$ cat src/rtl/regfile_pkg.sv
// Shared types and constants for the register-file writeback path.
package regfile_pkg;

  localparam int unsigned REG_ADDR_W = 4;
  localparam int unsigned REG_DATA_W = 32;

  localparam logic [REG_ADDR_W-1:0] PC_ADDR = 4'd15;

  typedef struct packed {
    logic [REG_ADDR_W-1:0] addr;
    logic [REG_DATA_W-1:0] data;
  } wb_req_t;

  typedef enum logic [1:0] {
    GNT_NONE,
    GNT_MEM,
    GNT_ALU
  } gnt_src_e;

endpackage

$ cat src/rtl/wb_fifo.sv
// Small synchronous FIFO of writeback requests; exposes every slot's
// address and valid bit so the arbiter can search for pending writes.
module wb_fifo
  import regfile_pkg::*;
#(
  parameter int unsigned DEPTH = 2
) (
  input  logic                          clk,
  input  logic                          rst,
  input  logic                          push,
  input  wb_req_t                       push_req,
  input  logic                          pop,
  output logic                          full,
  output logic                          empty,
  output wb_req_t                       head,
  output logic [DEPTH*REG_ADDR_W-1:0]   entry_addr,
  output logic [DEPTH-1:0]              entry_valid
);

  localparam int unsigned PTR_W = $clog2(DEPTH);

  wb_req_t            mem [DEPTH];
  logic [DEPTH-1:0]   valid;
  logic [PTR_W-1:0]   rd_ptr;
  logic [PTR_W-1:0]   wr_ptr;
  logic               push_ok;
  logic               pop_ok;

  assign full    = &valid;
  assign empty   = ~|valid;
  assign push_ok = push & ~full;
  assign pop_ok  = pop & ~empty;
  assign head    = mem[rd_ptr];

  // Per-slot valid bits replace a count; push may land in the slot a pop frees
  // only when full, which push_ok excludes, so the two never collide.
  always_ff @(posedge clk or posedge rst) begin
    if (rst) begin
      valid  <= '0;
      rd_ptr <= '0;
      wr_ptr <= '0;
    end else begin
      if (pop_ok) begin
        valid[rd_ptr] <= 1'b0;
        rd_ptr        <= rd_ptr + PTR_W'(1);
      end
      if (push_ok) begin
        valid[wr_ptr] <= 1'b1;
        wr_ptr        <= wr_ptr + PTR_W'(1);
      end
    end
  end

  always_ff @(posedge clk) begin
    if (push_ok) begin
      mem[wr_ptr] <= push_req;
    end
  end

  always_comb begin
    entry_addr = '0;
    for (int unsigned i = 0; i < DEPTH; i++) begin
      entry_addr[i*REG_ADDR_W +: REG_ADDR_W] = mem[i].addr;
    end
  end

  assign entry_valid = valid;

endmodule

$ cat src/rtl/regfile_wb_arbiter.sv
// Arbitrates the single register-file write port between a queued ALU
// writeback stream and direct memory writebacks, with hazard lookups.
module regfile_wb_arbiter
  import regfile_pkg::*;
#(
  parameter int unsigned ADDR_W         = 4,
  parameter int unsigned DATA_W         = 32,
  parameter int unsigned ALU_FIFO_DEPTH = 2,
  parameter int unsigned MAX_MEM_BURST  = 4
) (
  input  logic              clk,
  input  logic              rst,
  input  logic              i_alu_valid,
  output logic              o_alu_ready,
  input  logic [ADDR_W-1:0] i_alu_addr,
  input  logic [DATA_W-1:0] i_alu_data,
  input  logic              i_mem_valid,
  output logic              o_mem_ready,
  input  logic [ADDR_W-1:0] i_mem_addr,
  input  logic [DATA_W-1:0] i_mem_data,
  output logic [ADDR_W-1:0] o_addr_rd,
  output logic [DATA_W-1:0] o_rd,
  output logic              o_rd_wr_en,
  output logic              o_pc_wr,
  input  logic [ADDR_W-1:0] i_addr_rn,
  input  logic [ADDR_W-1:0] i_addr_rt,
  output logic              o_pend_rn,
  output logic              o_pend_rt
);

  localparam int unsigned BURST_W = $clog2(MAX_MEM_BURST + 1);
  localparam logic [BURST_W-1:0] BURST_MAX = BURST_W'(MAX_MEM_BURST);

  logic                             fifo_full;
  logic                             fifo_empty;
  logic                             fifo_push;
  logic                             fifo_pop;
  wb_req_t                          fifo_head;
  wb_req_t                          alu_req;
  wb_req_t                          gnt_req;
  logic [ALU_FIFO_DEPTH*ADDR_W-1:0] entry_addr;
  logic [ALU_FIFO_DEPTH-1:0]        entry_valid;
  logic [BURST_W-1:0]               burst_cnt;
  logic                             conflict;
  logic                             force_alu;
  logic                             hit_rn;
  logic                             hit_rt;
  gnt_src_e                         gnt;

  assign alu_req   = '{addr: i_alu_addr, data: i_alu_data};
  assign fifo_push = i_alu_valid & o_alu_ready;
  assign fifo_pop  = (gnt == GNT_ALU);

  wb_fifo #(
    .DEPTH (ALU_FIFO_DEPTH)
  ) u_alu_fifo (
    .clk         (clk),
    .rst         (rst),
    .push        (fifo_push),
    .push_req    (alu_req),
    .pop         (fifo_pop),
    .full        (fifo_full),
    .empty       (fifo_empty),
    .head        (fifo_head),
    .entry_addr  (entry_addr),
    .entry_valid (entry_valid)
  );

  always_comb begin
    conflict = 1'b0;
    hit_rn   = 1'b0;
    hit_rt   = 1'b0;
    for (int unsigned i = 0; i < ALU_FIFO_DEPTH; i++) begin
      if (entry_valid[i]) begin
        if (entry_addr[i*ADDR_W +: ADDR_W] == i_mem_addr) conflict = 1'b1;
        if (entry_addr[i*ADDR_W +: ADDR_W] == i_addr_rn)  hit_rn   = 1'b1;
        if (entry_addr[i*ADDR_W +: ADDR_W] == i_addr_rt)  hit_rt   = 1'b1;
      end
    end
  end

  // A queued ALU write to the same register is older, so memory must wait.
  assign force_alu   = (burst_cnt == BURST_MAX) & ~fifo_empty;
  assign o_alu_ready = ~rst & ~fifo_full;
  assign o_mem_ready = ~rst & ~conflict & ~force_alu;

  assign o_pend_rn = hit_rn | (o_rd_wr_en & (o_addr_rd == i_addr_rn));
  assign o_pend_rt = hit_rt | (o_rd_wr_en & (o_addr_rd == i_addr_rt));

  always_comb begin
    gnt     = GNT_NONE;
    gnt_req = fifo_head;
    if (i_mem_valid & o_mem_ready) begin
      gnt     = GNT_MEM;
      gnt_req = '{addr: i_mem_addr, data: i_mem_data};
    end else if (!fifo_empty) begin
      gnt     = GNT_ALU;
    end
  end

  always_ff @(posedge clk or posedge rst) begin
    if (rst) begin
      burst_cnt <= '0;
    end else if (gnt == GNT_ALU || fifo_empty) begin
      burst_cnt <= '0;
    end else if (gnt == GNT_MEM && burst_cnt != BURST_MAX) begin
      burst_cnt <= burst_cnt + BURST_W'(1);
    end
  end

  always_ff @(posedge clk or posedge rst) begin
    if (rst) begin
      o_addr_rd  <= '0;
      o_rd       <= '0;
      o_rd_wr_en <= 1'b0;
      o_pc_wr    <= 1'b0;
    end else if (gnt == GNT_NONE) begin
      o_rd_wr_en <= 1'b0;
      o_pc_wr    <= 1'b0;
    end else begin
      o_addr_rd  <= gnt_req.addr;
      o_rd       <= gnt_req.data;
      o_rd_wr_en <= 1'b1;
      o_pc_wr    <= (gnt_req.addr == PC_ADDR);
    end
  end

endmodule

$ cat config.mk
export PLATFORM = sky130hd
export DESIGN_NAME = regfile_wb_arbiter
export DESIGN_NICKNAME = d
export VERILOG_FILES = /design/src/rtl/regfile_pkg.sv /design/src/rtl/wb_fifo.sv /design/src/rtl/regfile_wb_arbiter.sv
export SDC_FILE = /design/constraint.sdc
export NUM_CORES = 1
export LEC_CHECK = 0
export ABC_AREA = 1
export BUFFER_PORTS_ARGS = -buffer_cell sky130_fd_sc_hd__buf_2
export CORE_ASPECT_RATIO = 0.9
export CORE_UTILIZATION = 42
export DETAILED_ROUTE_END_ITERATION = 7
export GPL_TIMING_DRIVEN = 0
export HOLD_SLACK_MARGIN = 0.05
export PLACE_DENSITY = 0.77
export SLEW_MARGIN = 30
export SYNTH_ARGS = -nofsm -noshare
export SYNTH_HDL_FRONTEND = slang
export SYNTH_SLANG_ARGS = --single-unit
$ cat constraint.sdc
create_clock -name clk -period 3.1 [get_ports clk]
set_input_delay 0.62 -clock clk [delete_from_list [all_inputs] [get_ports clk]]
set_output_delay 0.62 -clock clk [all_outputs]
set_load 0.02 [all_outputs]
Yosys cells after proc, flatten, opt, wreduce, memory -nomap -nowiden
Memory sizes are Yosys's and may differ from the RTL's. Cells that the tools add are included.

Bits in registers: 45. Bits in latches: 0. Bits in writable memories: 72. Memory bits (read-only): 0. Input bits: 84. Output and inout port bits: 42. Memories: 1.

Memories: u_alu_fifo.mem (words 2, bits a word 36, rd ports 3, clocked after Yosys merged registers in 0, write ports 1, RTL line wb_fifo.sv:22) `wb_req_t mem [DEPTH];`.

Add/sub/neg operators: 3. Multipliers: 0. Div/mod/pow operators: 0. Magnitude comparators: 4. Eq/ne operators: 13. Shifts and indexed selects: 0. Mux-type cells: 27. Bitwise gates (word level): 19. Reductions and logical operators: 9.

Operators with widths (count): $mux 36 (1); $eq 4x4->1 (8); $mux 1 (18); $and 1x1->1 (10); $mux 2 (4); $mux 3 (2); $eq 4x4->1 const B (1); $lt 1x2->1 const B (2); $not 1->1 (4); $add 3x1->3 const B (1); $eq 3x3->1 const B (1); $logic_and 1x1->1 (3); $ne 3x3->1 const B (1); $add 1x1->1 const B (2); $and 2x2->2 (1); $demux 1 s1 (2); $eq 2x1->1 const B (1); $eq 2x2->1 const B (1); $ge 1x1->1 const B (2); $logic_not 2->1 (1); $not 2->2 (1); $or 1x1->1 (2); $or 2x2->2 (1); $reduce_and 2->1 (1); other kinds (4) (4).

Logic depth before layout (Yosys ltp)
Gate-level depths: netlist of the first run.

Depth in word-level cells: 15. Mapped depth: 11. Depth with buffers taken out: 10.

Hierarchy
From an unflattened synthesis of the first run, not the netlist that was laid out.

Cell total of the unflattened synthesis: 532. Area total of the unflattened synthesis: 5205.0 um^2.

By module, submodules not included: wb_fifo (instances 1, cells each 223, area each 2881.5 um^2, seq. area each 2262.2 um^2); regfile_wb_arbiter (instances 1, cells each 309, area each 2323.5 um^2, seq. area each 1026.0 um^2).

Worst setup path after synthesis of the first run
OpenSTA, ideal clock, no wires.

Kind: input port to flip-flop. Start: input rst. End: memory u_alu_fifo.mem[0][0] in the netlist's numbering (enable). Library setup time: 0.431 ns. Data arrival time: 2.762 ns. Required time: 2.669 ns. Slack: -0.093 ns. Stages on the path: 3. Path buffers: 0. Cell sequence: a21oi_1 nand2_1 nor2_1.

Longest elaborated chain between the ends: 6.

Ends and longest elaborated chain: start: declaration (RTL line regfile_wb_arbiter.sv:12) `input logic rst,`; $not 1->1 (RTL line regfile_wb_arbiter.sv:84) `assign o_alu_ready = ~rst & ~fifo_full;`; $and 1x1->1 (RTL line regfile_wb_arbiter.sv:84); $and 1x1->1 (RTL line regfile_wb_arbiter.sv:51) `assign fifo_push = i_alu_valid & o_alu_ready;`; $and 1x1->1 (RTL line wb_fifo.sv:31) `assign push_ok = push & ~full;`; $mux 1 (RTL line wb_fifo.sv:55) `if (push_ok) begin`; $mux 1 (not written as such) (RTL line wb_fifo.sv:56) `mem[wr_ptr] <= push_req;`; end: declaration (RTL line wb_fifo.sv:22).

Every way passes these cells.

Worst setup path after layout of the first run
Start: register u_alu_fifo.valid[0], in the netlist u_alu_fifo.entry_valid[0]. End: output o_mem_ready.

Longest elaborated chain between the ends: 6.

Ends and longest elaborated chain: start: declaration (RTL line wb_fifo.sv:23) `logic [DEPTH-1:0] valid;`; start signal: assignment (RTL line wb_fifo.sv:39) `valid <= '0;`; start signal: indexed assignment (RTL line wb_fifo.sv:44) `valid[rd_ptr] <= 1'b0;`; start signal: indexed assignment (RTL line wb_fifo.sv:48) `valid[wr_ptr] <= 1'b1;`; $mux 1 (RTL line regfile_wb_arbiter.sv:74) `if (entry_valid[i]) begin`; $mux 1 (RTL line regfile_wb_arbiter.sv:75) `if (entry_addr[i*ADDR_W +: ADDR_W] == i_mem_addr) conflict = 1'b1;`; $mux 1 (RTL line regfile_wb_arbiter.sv:74); $not 1->1 (RTL line regfile_wb_arbiter.sv:85) `assign o_mem_ready = ~rst & ~conflict & ~force_alu;`; $and 1x1->1 (RTL line regfile_wb_arbiter.sv:85); $and 1x1->1 (*) (RTL line regfile_wb_arbiter.sv:85); end: declaration (RTL line regfile_wb_arbiter.sv:18) `output logic o_mem_ready,`.

Every way passes the cells marked *; elsewhere a longest branch is shown, timed or not.

==> results of run 1 <==
## cells in the final DEF (no fill, tap or decap), drive strengths merged
cell      synthesis  final
clkinv            1      8
and2              1      1
and3              1      1
o211ai            1      1
a211oi            4      4
nand3            75     75
a21oi            37     37
buf              10    139
ha                2      2
dfrtp            45     45
edfxtp           72     72
a31oi             1      1
nor2             13     13
clkinvlp          0      1
nand3b            1      1
clkbuf           14     38
o21ai            14     14
xor2              4      4
nand2           169    169
xnor2             7      7
nand4             7      7
inv              26     26
o2111ai           2      2
o22ai             6      6
## layout make-up
cell class | instances | area, µm²
plain buffers | 24 | 116
clock buffers | 24 | 536
clock inverters | 8 | 42.5
fillers | 1045 | 5020
inverters | 27 | 101
multi-input cells | 345 | 1640
flip-flops and latches | 117 | 3290
well taps | 156 | 195
repair buffers | 129 | 728
## cells by family (layout without fill, tap and decap cells)
group / count (synthesis) / count (layout) / synth area share, %
buf+inv: 51 / 212 / 4.24
fa+ha+maj: 2 / 2 / 0.488
simple gates: 267 / 267 / 22.3
xor+xnor: 11 / 11 / 1.88
compound gates: 65 / 65 / 7.02
flops: 117 / 117 / 64.1
## worst register-to-register path: stages, from the launching register on
cell and delay [ns]:
dfrtp_1 0.42, a21oi_1 0.23, nand2_1 0.21, nor2_4 0.55
buf_16 0.25
## sequential cells by signal, indices dropped and copies added, names as in the netlist
register / cells
o_rd: 32
o_addr_rd: 4
u_alu_fifo.wr_ptr: 1
burst_cnt: 3
u_alu_fifo.entry_valid: 2
u_alu_fifo.mem: 72
o_pc_wr: 1
u_alu_fifo.rd_ptr: 1
o_rd_wr_en: 1
## report_power, final
part	internal (mW)	leakage [nW]	switching [mW]
registers	2.06	1.22	0.203
logic	0.687	1.47	1.45
clock network	1.20	0.291	0.652
total	3.95	2.98	2.30
## metal layers
| metal | wire, µm | track usage (%) | up-vias |
|---|---|---|---|
| li1 | - | - | 2059 |
| met1 | 5630 | 27.1 | 2037 |
| met2 | 6630 | 36.7 | 173 |
| met3 | 910 | 5.37 | 23 |
| met4 | 232 | 9.86 | 0 |
| met5 | 0 | 0 | - |
## synthesized netlist by cell type (2+ instances only)
| cell type | n |
|---|---|
| ha_1 | 2 |
| edfxtp_1 | 72 |
| xor2_1 | 4 |
| o2111ai_1 | 2 |
| nor2_1 | 13 |
| inv_1 | 19 |
| nand3_1 | 75 |
| buf_2 | 6 |
| o21ai_1 | 4 |
| a211oi_1 | 4 |
| clkbuf_1 | 14 |
| nand2_1 | 168 |
| inv_2 | 7 |
| o22ai_1 | 6 |
| o21ai_0 | 10 |
| xnor2_1 | 7 |
| buf_4 | 3 |
| dfrtp_1 | 45 |
| a21oi_1 | 37 |
| nand4_1 | 6 |
## through the flow
| stage | utilization, % | setup WS, ns | instance area, µm² |
|---|---|---|---|
| 2_1_floorplan | - | 0.485 | 5140 |
| 3_3_place_gp | 51.1 | 0.0583 | 5960 |
| 3_5_place_dp | 52.0 | 0.826 | 6070 |
| 4_1_cts | 57.0 | 0.680 | 6650 |
| 5_1_grt | 57.0 | 0.613 | 6650 |
| 6_report | 57.0 | 0.658 | 6650 |
## worst min-delay path by stage
stage	from	endpoint	slack (ns)	cells past startpoint
after global placement	burst_cnt[0]$_DFFE_PP0P_	burst_cnt[0]$_DFFE_PP0P_	0.45	1
after floorplan	burst_cnt[0]$_DFFE_PP0P_	burst_cnt[0]$_DFFE_PP0P_	0.43	1
after global routing	rst	o_rd[18]$_DFFE_PP0P_	0.30	2
after CTS	rst	o_rd[18]$_DFFE_PP0P_	0.26	2
after detailed placement	burst_cnt[0]$_DFFE_PP0P_	burst_cnt[0]$_DFFE_PP0P_	0.47	1
final	rst	o_rd[1]$_DFFE_PP0P_	0.28	2
==> results.json, run 1 <==
{
  "status": "completed",
  "setup.worst_path.end": "o_mem_ready",
  "layout-drive-gt1-share_pct": 27.2,
  "yosysSeqAreaShare_pct": 64.1,
  "skew_ns": 0.0136,
  "synth_top_cell_by_area": "edfxtp_1",
  "r2r-start": "u_alu_fifo.entry_valid[1]$_DFF_PP0_",
  "path_buf_inv": 2,
  "first_global_vias": 4103,
  "gp_congestion": 0.884,
  "ctsRootBufferMaster": "clkbuf_16",
  "clkSinkCount": 117,
  "slew_headroom_pct": 57.6,
  "timing_hold_violations_final": 0,
  "cap_violations": 0,
  "vdd_drop_max_v": 0.000461,
  "worstPathRequired_ns": 2.48,
  "whs_ns": 0.278,
  "antenna_found_initial": 1,
  "grt_use_total_pct": 21.9,
  "critical_path.top_delay_family": "flip-flops",
  "vias": 4292,
  "final_nets": 747,
  "fmax_mhz": 410,
  "wire_per_inst_um": 16.1,
  "crit_arrival_ns": 1.82,
  "rows": 37,
  "synth.distinct_cells": 29,
  "core_mm2": 0.0117,
  "start_util_pct": 44.0,
  "synth-edff-count": 72,
  "clk_latency_ns": 0.41,
  "avgViaCountPerCell": 5.17,
  "cp.depth": 5,
  "slew_viol_final": 0,
  "drt_iter0_drc": 302,
  "areaGrowthSynthToFinish_pct": 29.6,
  "syn-cell-area_mm2": 0.00513,
  "synth_fp_nets": 599,
  "final.setup.tns_ns": 0,
  "rsz0062_at_grt": "false",
  "dieWidth_um": 119,
  "worstPathCellList": "inv_2 -> nand2_2 -> a31oi_2 -> and3_1 -> buf_2",
  "hold_path_class": "in2async",
  "cp_max_fo": 9,
  "worst-r2r-cell-count": 4,
  "min_period_ns": 2.44,
  "grt_pass1_wl_mm": 20.8,
  "dpl.hpwl_mm": 9.63,
  "io_buffers": 125,
  "yosys_warnings": 0,
  "cpMaxStageDelayCell": "dfrtp_1",
  "worstMarginPinSlew_ns": 0.635,
  "syn_inst": 513,
  "crit_start": "u_alu_fifo.entry_valid[0]$_DFF_PP0_",
  "async_flop_share_pct": 38.5,
  "dp_cells": 798,
  "antenna_cells": 0,
  "syn_avg_cell_area_um2": 10.0,
  "dieArea_mm2": 0.0127,
  "setup_violations": 0,
  "synth_top_area_share_pct": 42.1,
  "power.total_mw": 6.25,
  "regToRegEndpoint": "u_alu_fifo.mem[0][12]$_DFFE_PP_",
  "ant_nets": 0,
  "dr.pass1.iters": 6,
  "r2r_slack_ns": 1.14,
  "clk_path_buf_depth": 2,
  "h-tree-depth": 4,
  "cp-end-kind": "output pin",
  "cts_buffers": 17,
  "crit_type": "reg2out",
  "remaining_drc_errors": 0,
  "grt.overflow.total": 0,
  "grt_max_degree": 28,
  "die_h_um": 107,
  "io_pins": 126,
  "wirelength_mm": 13.4,
  "fin_cells": 830,
  "cts_setup_buffers": 0,
  "synth_ff_type": "edfxtp_1",
  "power_density_mw_per_mm2": 940,
  "finalCritPeriodShare_pct": 78.8,
  "tritoncts": "yes",
  "clk_pin_slew_worst_paths_ns": 0.06,
  "yosys_register_bits": 117,
  "critPathMaxStageDelay_ns": 0.43,
  "start_kind": "flop",
  "hold_buffers": 0,
  "cts_resized": 0,
  "synthTopCellsByArea": "edfxtp_1 42%, dfrtp_1 22%, nand2_1 12%, nand3_1 7.3%, a21oi_1 3.6%",
  "leakage_nw": 2.98
}
(Power assumes the default switching activity.)
==> run 2, diff against run 1 <==
--- a/config.mk
+++ b/config.mk
@@ -12,7 +12,7 @@
 export DETAILED_ROUTE_END_ITERATION = 7
 export GPL_TIMING_DRIVEN = 0
 export HOLD_SLACK_MARGIN = 0.05
-export PLACE_DENSITY = 0.77
+export PLACE_DENSITY = 0.8
 export SLEW_MARGIN = 30
 export SYNTH_ARGS = -nofsm -noshare
 export SYNTH_HDL_FRONTEND = slang
==> constraint.sdc (replaced) <==
create_clock -name clk -period 2.05 [get_ports clk]
set_input_delay 0.41 -clock clk [delete_from_list [all_inputs] [get_ports clk]]
set_output_delay 0.41 -clock clk [all_outputs]
set_load 0.02 [all_outputs]
==> results.json, run 2 (synthesis gave the netlist of run 1 again) <==
{
  "status": "completed",
  "leakage_nw": 3.06,
  "grt.overflow.total": 0,
  "ctsRootBufferMaster": "clkbuf_16",
  "setup_violations": 0,
  "worstMarginPinSlew_ns": 0.566,
  "grt_use_total_pct": 22.0,
  "wirelength_mm": 13.3,
  "final_nets": 763,
  "largest_reg_flops": 72,
  "worstPathCellList": "nand2_1 -> nand3_1 -> nor2_1 -> nand2_1 -> and3_1 -> buf_4",
  "power.total_mw": 9.48,
  "hold_path_class": "in2reg",
  "areaGrowthSynthToFinish_pct": 33.5,
  "dpl.hpwl_mm": 9.49,
  "core_mm2": 0.0117,
  "grt_pass1_wl_mm": 21.0,
  "antenna_found_initial": 1,
  "drt_iter0_drc": 325,
  "avgViaCountPerCell": 5.21,
  "wire_per_inst_um": 15.8,
  "clk_latency_ns": 0.41,
  "io_buffers": 125,
  "power_density_mw_per_mm2": 1380,
  "worstPathRequired_ns": 1.64,
  "fin_util_pct": 58.7,
  "cts_buffers": 17,
  "rows": 37,
  "start_kind": "flop",
  "slew_headroom_pct": 62.2,
  "h-tree-depth": 4,
  "cap_violations": 0,
  "slew_viol_final": 0,
  "worst-r2r-cell-count": 4,
  "crit_top_cell": "nand2_1",
  "cpMaxStageDelayCell": "edfxtp_1",
  "first_global_vias": 4338,
  "cp_max_fo": 5,
  "seq_area_mm2": 0.00329,
  "finalCritPeriodShare_pct": 99.3,
  "holdCritStartpoint": "i_alu_data[17]",
  "critPathMaxStageDelay_ns": 0.50,
  "final_common_cell": "nand2_1",
  "cp-end-kind": "output pin",
  "start_util_pct": 44.0,
  "regMostFlops": "u_alu_fifo.mem",
  "layout-drive-gt1-share_pct": 30.6,
  "fillerInstances": 991,
  "remaining_drc_errors": 0,
  "regToRegEndpoint": "u_alu_fifo.mem[0][15]$_DFFE_PP_",
  "crit_arrival_ns": 1.63,
  "vdd_drop_max_v": 0.000867,
  "crit_start": "u_alu_fifo.mem[1][34]$_DFFE_PP_",
  "ant_nets": 0,
  "grt_max_degree": 23,
  "dieArea_mm2": 0.0127,
  "vias": 4414,
  "clk_pin_slew_worst_paths_ns": 0.06,
  "tritoncts": "yes",
  "clkSinkCount": 117,
  "crit_type": "reg2out",
  "r2r-start": "u_alu_fifo.entry_valid[1]$_DFF_PP0_",
  "gp_congestion": 0.865,
  "skew_ns": 0.0103,
  "die_h_um": 107,
  "r2r_slack_ns": 0.09,
  "layout_common_cells": "168 x nand2_1, 128 x buf_2, 75 x nand3_1",
  "dr.pass1.iters": 5,
  "rsz0062_at_grt": "true",
  "dieWidth_um": 119,
  "min_period_ns": 2.04,
  "fmax_mhz": 491,
  "reg_top3": "u_alu_fifo.mem (72), o_rd (32), o_addr_rd (4)",
  "io_pins": 126,
  "multi_input_area_mm2": 0.00170,
  "timing_hold_violations_final": 0,
  "holdPathEnd": "u_alu_fifo.mem[0][17]$_DFFE_PP_",
  "min_path_cells": 1,
  "clk_path_buf_depth": 2
}
-- run 2: cell types whose count changed in the layout (fill, tap and decap cells not counted), sizes merged --
cell,previous run,this run
buf,139,154
clkbuf,38,31
clkinv,8,11
inv,26,28
bufinv,0,1
clkinvlp,1,2
diode,0,1
dlygate4sd3,0,1
-- run 2: per-stage QoR --
| step | cells | TNS, ns | setup WS, ns | hold WS [ns] | instance area, µm² |
|---|---|---|---|---|---|
| final | 847 | 0 | 0.0149 | 0.190 | 6850 |
| after floorplan | 513 | -26.42 | -0.369 | 0.430 | 5140 |
| after global placement | 794 | -58.08 | -0.752 | 0.445 | 5960 |
| after global routing | 847 | -0.0437 | -0.0216 | 0.175 | 6850 |
| after CTS | 839 | 0 | 0.00990 | 0.170 | 6730 |
| after detailed placement | 798 | -0.626 | -0.0355 | 0.460 | 6080 |
-- run 2: how the worst max path moves through the flow --
stage	endpoint	slack, ns	cells after the start
finish	o_mem_ready	0.01	6
global route	o_pend_rn	-0.02	6
CTS	o_mem_ready	0.01	6
detailed placement	u_alu_fifo.mem[1][10]$_DFFE_PP_	-0.04	5
global placement	u_alu_fifo.mem[0][13]$_DFFE_PP_	-0.75	4
floorplan	u_alu_fifo.mem[0][0]$_DFFE_PP_	-0.37	3
-- run 2: critical path: cells and delay by family, from the launching register on --
kind / cells / cell delay (ns)
flops: 1 / 0.50
buf+inv: 1 / 0.16
simple gates: 5 / 0.56
-- run 2: where the power goes --
group | total, mW | switching (mW) | internal, mW
Combinational | 3.34 | 2.24 | 1.11
Clock | 2.72 | 1.05 | 1.67
Sequential | 3.42 | 0.300 | 3.12
Total | 9.48 | 3.59 | 5.90
-- run 2: final cells by class --
type,instances,share of cell area (%)
inverter,27,1.52
timing repair buffer,145,12.9
clock buffer,17,6.21
antenna,1,0.0365
buffer,24,1.70
clock inverter,15,1.95
tap,156,2.85
sequential,117,48.0
multi-input combinational,345,24.8
-- run 2: layer usage --
metal	part of all wire (%)	vias to the layer above	wire length, µm	global-route usage [%]
li1	-	2094	-	-
met1	42	2114	5660	27.0
met2	50	183	6660	37.1
met3	5.9	23	793	4.47
met4	1.7	0	231	11.2
met5	0	-	0	0
-- run 2: timing repair --
action	CTS	global route
setup endpoints to repair	3	6
hold buffers	1	0
resized for setup	7	15
endpoints found under the hold margin	13	0
pin swaps	1	5
buffers inserted	8	7
